$ cat config.mk
export PLATFORM = sky130hd
export DESIGN_NAME = arbiter_rr_lock
export DESIGN_NICKNAME = d
export VERILOG_FILES = /design/src/rtl/arbiter_rr_lock.sv
export SDC_FILE = /design/constraint.sdc
export NUM_CORES = 1
export LEC_CHECK = 0
export ABC_CLOCK_PERIOD_IN_PS = 4000
export CAP_MARGIN = 25
export CORE_MARGIN = 5
export CORE_UTILIZATION = 53
export DETAILED_ROUTE_END_ITERATION = 7
export GPL_TIMING_DRIVEN = 0
export PLACE_DENSITY = 0.79
export SLEW_MARGIN = 40
export SYNTH_ARGS = -nofsm -noshare
export SYNTH_HDL_FRONTEND = slang
export SYNTH_SLANG_ARGS = --single-unit
$ cat constraint.sdc
create_clock -name clk -period 4 [get_ports clk]
set_input_delay 0.6 -clock clk [delete_from_list [all_inputs] [get_ports clk]]
set_output_delay 0.6 -clock clk [all_outputs]
set_load 0.02 [all_outputs]
$ cat src/rtl/arbiter_rr_lock.sv
// rtl/arbiter_rr_lock.sv - fixed-priority / round-robin arbiter with registered one-hot grant and burst lock
module arbiter_rr_lock #(
  parameter int VECTOR_IN = 8,
  parameter int MAX_HOLD  = 16
) (
  input  logic                         clk,
  input  logic                         rst,
  input  logic                         mode,
  input  logic [VECTOR_IN-1:0]         request_vector,
  input  logic [VECTOR_IN-1:0]         lock_vector,
  input  logic                         grant_ready,
  output logic [VECTOR_IN-1:0]         grant,
  output logic                         grant_valid,
  output logic [$clog2(VECTOR_IN)-1:0] grant_id
);

  localparam int IDW = $clog2(VECTOR_IN);
  localparam int HW  = $clog2(MAX_HOLD + 1);

  typedef enum logic {IDLE, GRANT} state_t;

  state_t               state, state_next;
  logic [IDW-1:0]       owner, owner_next;
  logic [IDW-1:0]       ptr, ptr_next;
  logic [HW-1:0]        hold_cnt, hold_next;
  logic [VECTOR_IN-1:0] owner_oh;
  logic [VECTOR_IN-1:0] masked;

  // First set request scanning upward from p (wrapping) in round-robin, from 0 in fixed mode.
  function automatic logic [IDW-1:0] pick(input logic [VECTOR_IN-1:0] req,
                                          input logic                 rr,
                                          input logic [IDW-1:0]       p);
    logic [IDW-1:0] w;
    logic           found;
    int             j;
    w     = '0;
    found = 1'b0;
    for (int i = 0; i < VECTOR_IN; i++) begin
      j = i + (rr ? int'(p) : 0);
      if (j >= VECTOR_IN) j = j - VECTOR_IN;
      if (!found && req[j]) begin
        found = 1'b1;
        w     = IDW'(j);
      end
    end
    return w;
  endfunction

  assign owner_oh = VECTOR_IN'(1) << owner;

  always_ff @(posedge clk) begin
    if (rst) begin
      state    <= IDLE;
      owner    <= '0;
      ptr      <= '0;
      hold_cnt <= '0;
    end else begin
      state    <= state_next;
      owner    <= owner_next;
      ptr      <= ptr_next;
      hold_cnt <= hold_next;
    end
  end

  always_comb begin
    state_next = state;
    owner_next = owner;
    ptr_next   = ptr;
    hold_next  = hold_cnt;
    masked     = request_vector & ~owner_oh;
    case (state)
      IDLE: begin
        if (|request_vector) begin
          state_next = GRANT;
          owner_next = pick(request_vector, mode, ptr);
        end
      end
      GRANT: begin
        if (!request_vector[owner]) begin
          state_next = IDLE;
          hold_next  = '0;
        end else if (grant_ready) begin
          if (lock_vector[owner] && hold_cnt < HW'(MAX_HOLD - 1)) begin
            hold_next = hold_cnt + 1'b1;
          end else begin
            // Release: hand over in the same cycle so back-to-back owners see no bubble.
            hold_next = '0;
            if (mode) ptr_next = (owner == IDW'(VECTOR_IN - 1)) ? '0 : owner + 1'b1;
            if (|masked) begin
              state_next = GRANT;
              owner_next = pick(masked, mode, ptr_next);
            end else begin
              state_next = IDLE;
            end
          end
        end
      end
      default: state_next = IDLE;
    endcase
  end

  always_comb begin
    grant       = '0;
    grant_valid = 1'b0;
    grant_id    = '0;
    if (state == GRANT) begin
      grant       = owner_oh;
      grant_valid = 1'b1;
      grant_id    = owner;
    end
  end

endmodule

==> run summary, run 1 <==
vias in the first global route: 3025
crit path launch: owner[1]
FF-to-FF setup slack: 0.15 ns
first-pass GRT wire length: 14800 microns
CP endpoint: owner[2]
syn nets: 387
critical path peak fanout: 8
max-cap violations: 0
Final Hold Vio Count: 0
worst hold path class: reg2reg
routed vias: 3214
die height: 84.1 microns
layout cells sized above 1: 0.215
Rel. slew slack: 0.492
top_reg_cell synth: dfxtp_1
TritonCTS Buffers: 3
Iteration-0 DRC Markers: 414
Register Area: 244 sq um
EDFF count, synth: 0
worst skew pair latency: 0.24 ns
die area: 7080 sq um
diodes inserted: 0
dpl ws: -0.804 ns
Syn. warnings: 0
routed length per instance: 19.3 microns
clock skew: 0.00176 ns
# DRC: 0
Multi-input gate area: 2630 sq um
post-synthesis sequential area ratio: 0.0825
IO Port Bufs: 31
GP Congestion: 0.946
antenna-violating nets left: 0
Least-Margin Pin Slew: 0.759 ns
Hold Path Depth: 2
FF+latch count, synth: 12
Initial Util: 0.539
nets: 428
reg2reg path depth: 15
Final setup viols: 0
GRT Total Usage: 0.246
cell leakage power: 1.34 nW
CTS tree: built
Startpoint Class: flip-flop
outcome: complete, no violations
Max Fclk: 260 MHz
Mapped Area: 2910 sq um
filler instances: 458
CP Class: reg2reg
count of pins over their slew limit: 0
Die W: 84.1 microns
final WL: 9030 microns
Pwr Total: 843 uW
Yosys cell types: 70
Site Rows: 27
clock buffer depth: 2
CTS Root Cell: clkbuf_8
worst flop-to-flop path endpoint: owner[2]
RR Startpoint: owner[1]
1st-pass router iterations: 5
via density per instance: 6.87
Synth async-reset ratio: 0
largest net degree at the start of global routing: 11
core area: 5410 sq um
Mapped Cells: 356
PnR worst setup slack: 0.155 ns
CP Data Arrival Time: 4.00 ns
initial antenna violation count: 0
synthesis-to-layout area growth: 21.7%
period utilization: 0.961
CTS sink count: 12
element type at the critical path end: flip-flop
clock-pin slew on the worst setup and hold paths: 0.05 ns
# H-tree levels: 1
Final Critical Period: 3.85 ns
CP required: 4.15 ns
DP HPWL: 6710 microns
gr ovfl total: 0
PwrDens: 238 nW/um^2
Peak VDD IR: 0.225 mV
Ports: 32
syn avg cell area: 8.18 sq um
-- area by class of cell --
type / instances / share of cell area
Clock buffer: 4 / 0.0155
Buffer: 19 / 0.0329
Timing Repair Buffer: 37 / 0.100
Sequential cell: 12 / 0.0689
Tap cell: 72 / 0.0254
Multi-Input combinational cell: 311 / 0.742
Inverter: 13 / 0.0155
-- cell usage after synthesis (6+ instances only) --
| master | instances | area share |
|---|---|---|
| a211oi_1 | 11 | 0.028 |
| nor3_1 | 9 | 0.015 |
| nor2_1 | 32 | 0.041 |
| nand2b_1 | 12 | 0.026 |
| mux2i_1 | 24 | 0.083 |
| mux2_2 | 6 | 0.023 |
| dfxtp_1 | 12 | 0.083 |
| nand2_1 | 26 | 0.034 |
| nor2b_1 | 10 | 0.021 |
| o21ai_0 | 14 | 0.024 |
| and2_1 | 11 | 0.024 |
| nand3_1 | 6 | 0.010 |
| a21oi_1 | 17 | 0.029 |
| clkbuf_1 | 13 | 0.017 |
| and3_1 | 6 | 0.013 |
| ha_1 | 11 | 0.047 |
| mux4_2 | 20 | 0.15 |
| o221ai_1 | 6 | 0.018 |
| inv_1 | 11 | 0.014 |
-- kinds of logic after synthesis --
kind of cell	Yosys count	synth area share
simple gates	140	0.257
buf+inv	33	0.0507
compound gates	100	0.253
flops	12	0.0825
xor+xnor	7	0.0236
mux	53	0.286
fa+ha+maj	11	0.0473
-- worst min path at each step --
stage	startpoint	endpoint	slack, ns
finish	hold_cnt[3]	hold_cnt[3]	0.50
global route	hold_cnt[3]	hold_cnt[3]	0.54
CTS	hold_cnt[4]	hold_cnt[4]	0.50
detailed placement	hold_cnt[4]	hold_cnt[4]	0.49
global placement	hold_cnt[4]	hold_cnt[4]	0.48
floorplan	hold_cnt[4]	hold_cnt[4]	0.46
-- per-stage QoR --
stage	instance area (sq um)	hold slack (ns)	std cells	util	setup TNS (ns)
floorplan	2910	0.455	356	-	0
global placement	3310	0.477	459	0.613	-2.10
detailed placement	3310	0.489	459	0.613	-2.36
CTS	3430	0.501	465	0.634	0
global route	3540	0.538	468	0.655	-0.0111
finish	3540	0.501	468	0.655	0
-- layer usage --
| layer | share of wire | vias up | GRT usage |
|---|---|---|---|
| met5 | 0 | - | 0 |
| met4 | 0.012 | 0 | 0.0307 |
| met3 | 0.096 | 20 | 0.0355 |
| met2 | 0.47 | 209 | 0.416 |
| met1 | 0.42 | 1510 | 0.341 |
| li1 | - | 1475 | - |
-- layout by cell type (no fill, tap or decap), types with 4 or more instances in the layout --
cell             count
a211oi_1            11
a21bo_2              4
a21boi_0             4
a21oi_1             17
a22oi_1              4
a31oi_1              4
and2_1              11
and3_1               6
buf_4                7
clkbuf_1             8
clkbuf_2             4
clkbuf_8             4
clkdlybuf4s50_1     30
dfxtp_1             11
ha_1                 8
inv_1               10
mux2_2               6
mux2i_1             23
mux4_2              20
nand2_1             25
nand2b_1            11
nand3_1              6
nor2_1              31
nor2b_1             10
nor3_1               7
o21ai_0             14
o221ai_1             5
-- flip-flops by register name (all words and copies together), names as in the netlist --
name,cells
hold_cnt,5
owner,3
ptr,3
state,1
-- power breakdown --
group / total [mW] / switching, mW / internal (mW)
clock network: 0.133 / 0.0456 / 0.0870
logic: 0.576 / 0.321 / 0.255
registers: 0.134 / 0.00782 / 0.126
-- repair_timing --
item / 4_1_cts / 5_1_grt
resized for setup: 15 / 23
hold buffers: 0 / 0
setup endpoints to repair: 3 / 3
pin swaps: 1 / 1
buffers inserted: 2 / 4
-- critical path, cell delays in order (launching register included) --
cell	delay [ns]
dfxtp_4	0.38
ha_2	0.20
ha_4	0.19
or3b_1	0.34
buf_4	0.18
inv_4	0.10
buf_8	0.12
ha_4	0.17
mux4_2	0.54
or4_4	0.51
o31ai_4	0.10
o31ai_4	0.12
or2_4	0.28
a21oi_2	0.12
o221ai_2	0.14
a311oi_2	0.26
Power figures use the tool's default switching activity.
==> run 2, diff against run 1 <==
--- a/config.mk
+++ b/config.mk
@@ -8,10 +8,12 @@
 export ABC_CLOCK_PERIOD_IN_PS = 4000
 export CAP_MARGIN = 25
 export CORE_MARGIN = 5
-export CORE_UTILIZATION = 53
+export CORE_UTILIZATION = 60
 export DETAILED_ROUTE_END_ITERATION = 7
+export DONT_BUFFER_PORTS = 1
 export GPL_TIMING_DRIVEN = 0
 export PLACE_DENSITY = 0.79
+export SETUP_SLACK_MARGIN = 0.4
 export SLEW_MARGIN = 40
 export SYNTH_ARGS = -nofsm -noshare
 export SYNTH_HDL_FRONTEND = slang
==> run summary, run 2 (synthesized netlist as in run 1, its figures left out) <==
Die W: 79.7 microns (was 84.1 microns)
CP required: 4.14 ns (was 4.15 ns)
max FFs per register: 5 (unchanged)
Met3 Routed Length: 1310 microns (was 865 microns)
Multi-input gate area: 2710 sq um (was 2630 sq um)
Final Critical Period: 3.66 ns (was 3.85 ns)
routed length per instance: 21.2 microns (was 19.3 microns)
CP Class: reg2reg (unchanged)
initial antenna violation count: 0 (unchanged)
commonest non-fill, non-tap cell in the layout: nor2_1 (unchanged)
Initial Util: 0.616 (was 0.539)
Sw Pwr: 384 uW (was 374 uW)
Peak VDD IR: 0.155 mV (was 0.225 mV)
max-cap violations: 0 (unchanged)
layout cells sized above 1: 0.283 (was 0.215)
synthesis-to-layout area growth: 18.3% (was 21.7%)
die area: 6350 sq um (was 7080 sq um)
clock share of power: 0.124 (was 0.157)
Most flops, register: hold_cnt (unchanged)
vias in the first global route: 2974 (was 3025)
Hold-fix buffers, CTS: 0 (unchanged)
sequential cell fraction of total power: 0.158 (was 0.159)
GP Congestion: 0.946 (about the same)
largest net degree at the start of global routing: 11 (unchanged)
filler instances: 361 (was 458)
gr ovfl total: 0 (unchanged)
DP HPWL: 6770 microns (was 6710 microns)
Max Fclk: 273 MHz (was 260 MHz)
GRT Total Usage: 0.295 (was 0.246)
final WL: 9520 microns (was 9030 microns)
critical path peak fanout: 3 (was 8)
Int Pwr: 466 uW (was 468 uW)
IO Port Bufs: 0 (was 31)
clock skew: 0.00133 ns (was 0.00176 ns)
antenna-violating nets left: 0 (unchanged)
Hold Path Depth: 2 (unchanged)
Pwr Total: 850 uW (was 843 uW)
sum of negative setup slack: 0 ns (unchanged)
Ports: 32 (unchanged)
period utilization: 0.915 (was 0.961)
element type at the critical path end: flip-flop (unchanged)
cell leakage power: 1.33 nW (was 1.34 nW)
Least-Margin Pin Slew: 0.821 ns (was 0.759 ns)
outcome: complete, no violations (unchanged)
clock buffer depth: 2 (unchanged)
Register Area: 248 sq um (was 244 sq um)
Startpoint Class: flip-flop (unchanged)
RSZ-0062 raised after global routing: true
crit path launch: owner[0] (was owner[1])
commonest cells after routing, fill and taps aside: 31 x nor2_1, 25 x nand2_1, 23 x mux2i_1 (was 31 x nor2_1, 30 x clkdlybuf4s50_1, 25 x nand2_1)
CP Data Arrival Time: 3.80 ns (was 4.00 ns)
nets: 414 (was 428)
diodes inserted: 0 (unchanged)
first-pass GRT wire length: 15000 microns (was 14800 microns)
Iteration-0 DRC Markers: 378 (was 414)
TritonCTS Buffers: 3 (unchanged)
CTS tree: built (unchanged)
die height: 79.7 microns (was 84.1 microns)
1st-pass router iterations: 5 (unchanged)
# DRC: 0 (unchanged)
hold path start: hold_cnt[4] (was hold_cnt[3])
Site Rows: 25 (was 27)
count of pins over their slew limit: 0 (unchanged)
routed length on met2: 4180 microns (was 4290 microns)
worst skew pair latency: 0.23 ns (was 0.24 ns)
core area: 4720 sq um (was 5410 sq um)
CTS sink count: 12 (unchanged)
reg2reg path depth: 15 (unchanged)
Final setup viols: 0 (unchanged)
CTS Root Cell: clkbuf_8 (unchanged)
Largest regs: hold_cnt (5), owner (3), ptr (3) (unchanged)
routed vias: 3266 (was 3214)
worst hold path class: reg2reg (unchanged)
# H-tree levels: 1 (unchanged)
Logic pwr share: 0.717 (was 0.684)
wl on met1: 3760 microns (was 3770 microns)
Rel. slew slack: 0.448 (was 0.492)
switching share of power: 0.452 (was 0.444)
via density per instance: 7.29 (was 6.87)
Final Hold Vio Count: 0 (unchanged)
clock-pin slew on the worst setup and hold paths: 0.05 ns (about the same)
PwrDens: 247 nW/um^2 (was 238 nW/um^2)
top sig layer: met4 (unchanged)
RR Startpoint: owner[0] (was owner[1])
## run 2: changes by cell type in the layout (fill, tap and decap cells not counted), moves of 2 or more
cell	before	now
ha_4	2	4
inv_1	10	8
clkdlybuf4s50_1	30	0
buf_4	7	22
clkbuf_4	0	3
## run 2: cell type report
class                           count  area share
Buffer                             20      0.0400
Inverter                           13      0.0178
Sequential cell                    12      0.0719
Multi-Input combinational cell    311       0.786
Timing Repair Buffer               22      0.0479
Tap cell                           67      0.0243
Clock buffer                        3      0.0120
## run 2: final timing paths
kind                                     to  slack [ns]
worst max register to register     owner[1]        0.34
worst min-delay path            hold_cnt[4]        0.49
worst max-delay path               owner[1]        0.34
worst min register to register  hold_cnt[4]        0.49
## run 2: stage by stage
stage          area (sq um)  utilization  hold WS (ns)  worst slack, ns  instances
2_1_floorplan          2940            -         0.455            0.396        356
3_3_place_gp           3020        0.639         0.472          -0.0332        423
3_5_place_dp           3020        0.639         0.478          -0.0540        423
4_1_cts                3300        0.699         0.490            0.336        438
5_1_grt                3440        0.729         0.511            0.230        448
6_report               3440        0.729         0.491            0.342        448
## run 2: worst max-delay path, stage by stage (launching register included)
cell      delay [ns]
dfxtp_4         0.36
ha_4            0.17
ha_4            0.17
or3b_1          0.36
buf_6           0.15
inv_8           0.05
buf_8           0.09
ha_4            0.13
mux4_2          0.54
or4_4           0.52
o31ai_4         0.10
nor3_2          0.12
and4bb_2        0.32
o21ai_0         0.12
o211a_1         0.16
o31ai_1         0.20
## run 2: power groups by stage
stage	Clock, mW	Sequential, mW	Combinational (mW)
floorplan	0	0.135	0.389
global placement	0	0.137	0.473
detailed placement	0	0.137	0.483
CTS	0.108	0.135	0.541
global route	0.114	0.135	0.649
finish	0.106	0.135	0.609
## run 2: what timing repair did
item                                    in CTS  in global routing
pin swaps                                   11                  9
setup buffers                               12                 10
endpoints found under the setup margin       3                  3
gates resized for setup                     35                 17
## run 2: metal layers
metal | up-vias | global-route usage
met5 | - | 0
met4 | 0 | 0.0739
met2 | 265 | 0.463
met1 | 1534 | 0.409
li1 | 1432 | -
met3 | 35 | 0.0677
